===== config.mk =====
export PLATFORM = sky130hd
export DESIGN_NAME = seq_muldiv
export DESIGN_NICKNAME = d
export VERILOG_FILES = /design/src/rtl/seq_muldiv.sv
export SDC_FILE = /design/constraint.sdc
export NUM_CORES = 1
export LEC_CHECK = 0
export ABC_CLOCK_PERIOD_IN_PS = 5300
export BUFFER_PORTS_ARGS = -buffer_cell sky130_fd_sc_hd__buf_2
export CAP_MARGIN = 20
export CORE_MARGIN = 1.5
export CORE_UTILIZATION = 55
export DETAILED_ROUTE_END_ITERATION = 8
export GPL_ROUTABILITY_DRIVEN = 0
export HOLD_SLACK_MARGIN = 0.03
export PLACE_DENSITY_LB_ADDON = 0.2
export RECOVER_POWER = 100
export SYNTH_ARGS = -nofsm -noshare
export SYNTH_HDL_FRONTEND = slang
export SYNTH_SLANG_ARGS = --single-unit

===== constraint.sdc =====
create_clock -name clk -period 5.3 [get_ports clk]
set_clock_uncertainty 0.2 [all_clocks]
set_input_delay 0.265 -clock clk [delete_from_list [all_inputs] [get_ports clk]]
set_output_delay 0.265 -clock clk [all_outputs]
set_load 0.02 [all_outputs]

===== src/rtl/seq_muldiv.sv =====
// Multi-cycle unsigned multiplier (shift-add, LSB first) and restoring divider
// (MSB first), one result bit per clock, behind a start/done handshake.
module seq_muldiv #(
  parameter int W = 16
) (
  input  logic           clk,
  input  logic           rst_n,
  input  logic           start,
  input  logic           op,
  input  logic [W-1:0]   i0,
  input  logic [W-1:0]   i1,
  output logic           busy,
  output logic           done,
  output logic [2*W-1:0] result,
  output logic           div_by_zero,
  output logic           dbg_state
);

  // Handshake: start/op/i0/i1 are sampled on a rising edge only while idle
  // (busy=0); done pulses one cycle with result/div_by_zero valid and held
  // until the next completion. busy and done are never high together.

  typedef enum logic {
    S_IDLE = 1'b0,
    S_RUN  = 1'b1
  } state_t;

  localparam int CW = $clog2(W + 1);
  localparam logic [CW-1:0] CNT_LAST = CW'(W);

  state_t        state;
  logic [CW-1:0] cnt;
  logic          op_q;
  logic [W-1:0]  opnd;   // multiplicand or divisor
  logic [W-1:0]  hi;     // product high half or partial remainder
  logic [W-1:0]  lo;     // multiplier bits / product low half, or dividend / quotient

  logic [W:0]    sum;
  logic [W:0]    shifted;
  logic [W:0]    diff;
  logic [W-1:0]  hi_nxt;
  logic [W-1:0]  lo_nxt;
  logic [CW-1:0] cnt_nxt;

  always_comb begin
    sum     = {1'b0, hi} + {1'b0, (lo[0] ? opnd : {W{1'b0}})};
    shifted = {hi, lo[W-1]};
    diff    = shifted - {1'b0, opnd};
    cnt_nxt = cnt + CW'(1);
    hi_nxt  = '0;
    lo_nxt  = '0;
    if (op_q) begin
      // A set sign bit means the trial subtract went negative: restore.
      hi_nxt = diff[W] ? shifted[W-1:0] : diff[W-1:0];
      lo_nxt = {lo[W-2:0], ~diff[W]};
    end else begin
      hi_nxt = sum[W:1];
      lo_nxt = {sum[0], lo[W-1:1]};
    end
  end

  always_ff @(posedge clk or negedge rst_n) begin
    if (!rst_n) begin
      state       <= S_IDLE;
      cnt         <= '0;
      op_q        <= 1'b0;
      opnd        <= '0;
      hi          <= '0;
      lo          <= '0;
      busy        <= 1'b0;
      done        <= 1'b0;
      result      <= '0;
      div_by_zero <= 1'b0;
    end else begin
      done <= 1'b0;
      case (state)
        S_IDLE: begin
          if (start) begin
            state <= S_RUN;
            busy  <= 1'b1;
            cnt   <= '0;
            op_q  <= op;
            opnd  <= op ? i1 : i0;
            lo    <= op ? i0 : i1;
            hi    <= '0;
          end
        end
        S_RUN: begin
          hi  <= hi_nxt;
          lo  <= lo_nxt;
          cnt <= cnt_nxt;
          if (cnt_nxt == CNT_LAST) begin
            state       <= S_IDLE;
            busy        <= 1'b0;
            done        <= 1'b1;
            result      <= {hi_nxt, lo_nxt};
            div_by_zero <= op_q && (opnd == '0);
          end
        end
        default: state <= S_IDLE;
      endcase
    end
  end

  assign dbg_state = (state == S_RUN);

endmodule

Word level (Yosys, flattened, before mapping) --
Cells that the tools add are included.
Cells by class: $add $sub $neg 3, multipliers 0, divide/modulo/power cells 0, magnitude comparators 0, equal/unequal tests 3, shift operators 0, muxes and demuxes 20, bitwise logic cells 2, reduce and logical (&&, ||, !) cells 5
Operator list (number):
- 16-bit two-way mux | 8
- 16-bit one-hot mux with 2 select lines | 2
- 16-bit by 16-bit adder with 17-bit output | 1
- 17-bit by 16-bit subtractor with 17-bit output | 1
- 16-bit logical NOT | 1
- 5-bit one-hot mux with 2 select lines | 1
- 1-bit two-way mux | 6
- 2-bit AND reduction | 3
- 5-bit by 1-bit adder with 5-bit output (second input constant) | 1
- 5-bit equality test (second input constant) | 1
- 5-bit two-way mux | 1
- 1-bit one-hot mux with 2 select lines | 2
- 2-bit by 1-bit inequality test with 1-bit output (second input constant) | 1
- 2-bit inequality test (second input constant) | 1
- 1-bit inverter | 2
- 1-bit logical AND | 1
Word-level totals: bits in registers 90, bits in latches 0, RAM bits 0, bits in read-only memories 0, bits of input ports 36, output and inout port bits 36, logic and storage cells 43, memories kept 0

Depth between registers and ports, before layout --
depth in word-level cells 4, depth in mapped cells 14, gate-level depth less buffers 12

Least setup slack after synthesis --
OpenSTA, ideal clock, no wires.
path type register to register, start register lo[0], end register hi[12], arrival time 2.582 ns, data required time 4.974 ns, slack 2.391 ns, stages on the path, launching flop included 10, buffers on the path 1, path through dfrtp_1 clkbuf_1 and2_1 ha_1 a2111oi_0 o21ai_1 a221oi_1 o21ai_1 o311a_1 a221o_1
On the way: word-level cells in the longest chain between the ends 4
Ends and longest elaborated chain:
- start, declared | line 36 | logic [W-1:0] lo;
- start signal, assigned | line 84 | lo <= op ? i0 : i1;
- start signal, assigned | line 90 | lo <= lo_nxt;
- 16-bit two-way mux | line 46 | sum = {1'b0, hi} + {1'b0, (lo[0] ? opnd : {W{1'b0}})};
- 16-bit by 16-bit adder with 17-bit output | line 46
- 16-bit two-way mux | line 52 | if (op_q) begin
- 16-bit one-hot mux with 2 select lines | line 76 | case (state)
- end signal, assigned | line 89 | hi <= hi_nxt;
- end, declared | line 35 | logic [W-1:0] hi;
Every way passes these cells. A chain may end at the register's enable or synchronous reset.

Final worst setup path --
start register op_q, end register div_by_zero
On the way: word-level cells in the longest chain between the ends 1
Ends and longest elaborated chain:
- start, declared | line 33 | logic op_q;
- start signal, assigned | line 82 | op_q <= op;
- 1-bit logical AND | line 97 | div_by_zero <= op_q && (opnd == '0);
- end signal, assigned | line 97
- end, declared | line 15 | output logic div_by_zero,
Every way passes these cells.

==> flow_summary.ini <==
[layout]
syn_to_final_growth_pct = 11.0
layout.nets = 796
drive_gt1_share_pct = 9.18
fillCellCount = 922
antenna_cells = 0
fin_util_pct = 63.7

[floorplanning]
num_io_pins = 72
core_mm2 = 0.0105
num_rows = 37
die_width_um = 107
start_util_pct = 57.4
die_height_um = 107
die_area_mm2 = 0.0115

[worst_setup_path]
cp_data_arrival_time_ns = 4.42
critical_path_class = flop to flop
cp-end-kind = flop
slowest_delay_ns = 1.65
crit_slowest_cell = clkbuf_1
required_ns = 5.42
cpMostUsedCell = nor4_1
worst-path-buf-inv = 2
cp_max_fo = 39
critPathLaunchType = flop
crit_chain = clkbuf_1 > inv_1 > nor4_1 > nand4_1 > nor4_1 > mux2_2
crit_family = buffers and inverters

[grt]
grt_util_met2_pct = 47.7
grt_max_degree = 69
grt_pass1_wl_um = 25600
gr-usage-all-layers_pct = 28.9
top_usage_layer = met2
grtUsageMet1_pct = 38.6
grt_pass1_vias = 5087
gr-usage-met3_pct = 5.27
antenna_found_initial = 0
gr-total-overflow = 0

[synth]
ys_top_cells_by_area = dfrtp_1, mux2i_1, ha_1, a21oi_1, nor2_1
synth-async-reset-ratio_pct = 100
netlist_instances = 659
ys_types = 59
syn_area_mm2 = 0.00600
synth-seq-cells = 90
syn_avg_cell_area_um2 = 9.11
ys_seq_area_share_pct = 37.5
yosysTopAreaCellShare_pct = 37.5
synth_edf_count = 0
synthFlopType = dfrtp_1
syn-num-nets = 730
ys_warn_count = 0
synth_top_cell_by_area = dfrtp_1

[detailed_routing]
postRouteAntennaNets = 0
detail_route.vias_per_cell = 6.09
drt-total-wl_um = 15600
wl_per_cell_um = 18.0
drc = 0
drt_iter0_drc = 319
dr.pass1.iters = 5
vias = 5278

[timing]
rsz0062_at_grt = false
setup_viol = 0
fin_ws_ns = 0.999
min_period_over_period_pct = 81.1
max-slew-margin-rel_pct = -83.5
tightestPinTransition_ns = 2.75
finalCriticalPeriod_ns = 4.30
timing.final.hold_violations = 0
max_freq_mhz = 233
final_max_slew_viol_count = 173
setup_tns_ns = 0

[cts]
cts_made_buffers = 9
cts-root-buf = clkbuf_8
clkTransAtPathRegs_ns = 0.11
cts_max_path_buffers = 2
cts_sinks = 90
post_cts_buffers = 0
clk_latency_ns = 0.39
cts_tree = yes
cts_max_level = 3

[worst_hold_path]
hold_path.class = input port to flop

[power_and_ir_drop]
power_density_mw_per_mm2 = 773
ir_worst_vdd_v = 0.000403
power_leakage_nw = 3.05

[place]
port_buffers = 71
dp_hpwl_um = 11200
pre_cts_ws_ns = 1.76

[run_status]
status = complete, but fails checks
violations = max-capacitance violations, max-slew violations

[flow_run]
drv_cap = 3
-- worst min-delay path, stage by stage --
cell,delay [ns]
buf_2,0.08
mux2i_1,0.09
o21ai_0,0.15
-- area by class of cell --
type | count | area (um2) | share of cell area [%]
clock buffer | 10 | 128 | 1.92
clock inverter | 6 | 50.0 | 0.751
inverter | 28 | 105 | 1.58
multi-input combinational | 504 | 3460 | 51.9
sequential | 90 | 2250 | 33.8
tap | 136 | 170 | 2.55
timing repair buffer | 92 | 497 | 7.46
-- cells in the final DEF, fill, tap and decap left out, drive strengths merged, types with 3 or more instances in the layout --
cell type and instances:
and2 19, a22o 3, nor4 6, and3 5, a211oi 22, o211ai 7
o21ai 36, nand2b 5, buf 36, a21oi 69, inv 31, nor3b 6
nor3 7, xor2 9, xnor2 15, nand3 12, o21bai 3, a21o 14
a31oi 23, nand2 45, mux2 8, clkbuf 50, dfrtp 90, ha 33
nor2 62, o21a 4, dlygate4sd3 16, mux2i 57
-- power breakdown --
part	total, W	leakage, nW	internal, W	switching (W)
Clock	0.000450	0.0892	0.000177	0.000273
Combinational	0.00331	1.88	0.00133	0.00198
Sequential	0.00140	1.08	0.00104	0.000354
Total	0.00515	3.05	0.00255	0.00261
-- worst paths after layout --
path / startpoint / endpoint / slack, ns / cells past startpoint
worst min register to register: div_by_zero / div_by_zero / 0.31 / 1
worst max-delay path: op_q / div_by_zero / 1.0 / 6
worst max register to register: op_q / div_by_zero / 1.0 / 6
max in group asynchronous: rst_n / result[29] / 2.23 / 3
min in group asynchronous: rst_n / hi[4] / 0.44 / 2
worst min-delay path: i1[0] / opnd[0] / 0.03 / 3
-- state kept, by name, summed over array words and instances, names as in the netlist --
| signal | cells |
|---|---|
| busy | 1 |
| cnt | 5 |
| dbg_state | 1 |
| div_by_zero | 1 |
| done | 1 |
| hi | 16 |
| lo | 16 |
| op_q | 1 |
| opnd | 16 |
| result | 32 |
-- metal layers --
| metal | up-vias | routed length [um] |
|---|---|---|
| met5 | - | 0 |
| met4 | 0 | 293 |
| met3 | 26 | 942 |
| met2 | 190 | 7450 |
| met1 | 2535 | 6940 |
| li1 | 2527 | - |
-- kinds of logic (layout without fill, tap and decap cells) --
| logic type | Yosys count | count (layout) | synth area share (%) |
|---|---|---|---|
| adders and majority gates | 35 | 35 | 7.55 |
| and+or+nand+nor | 178 | 178 | 14.1 |
| DFF | 90 | 90 | 37.5 |
| buffers and inverters | 65 | 136 | 4.57 |
| xor gates and xnor gates | 24 | 24 | 3.50 |
| muxes | 65 | 65 | 11.0 |
| AOI/OAI and AO/OA | 202 | 202 | 21.7 |
-- Yosys cell counts (4+ instances only) --
cell type,number
nor3_1,7
buf_2,6
xor2_1,9
and3_1,5
dfrtp_1,90
nor2_1,62
xnor2_1,15
nor3b_1,6
nand2_1,45
o211ai_1,5
a31oi_1,23
o21a_1,4
and2_1,19
a211oi_1,20
o21ai_0,31
nand2b_1,5
o21ai_1,5
mux2i_1,57
ha_1,33
nor4_1,6
a21o_1,14
clkbuf_1,26
mux2_2,8
a21oi_1,68
inv_1,28
nand3_1,10
-- stage by stage --
stage                     power [W]  cell area (um2)  std cells  hold WS, ns
after floorplan             0.00390             6000        659       -0.231
after global placement      0.00458             6410        834      -0.0337
after detailed placement    0.00468             6410        834      -0.0264
after CTS                   0.00516             6750        866       0.0301
after global routing        0.00558             6660        866       0.0452
final                       0.00515             6660        866       0.0281
-- repair_timing --
item,4_1_cts,5_1_grt
hold endpoints to repair,30,0
hold buffers,16,0
gates resized for setup,0,0
No activity file was read; power rests on OpenSTA's default activity.
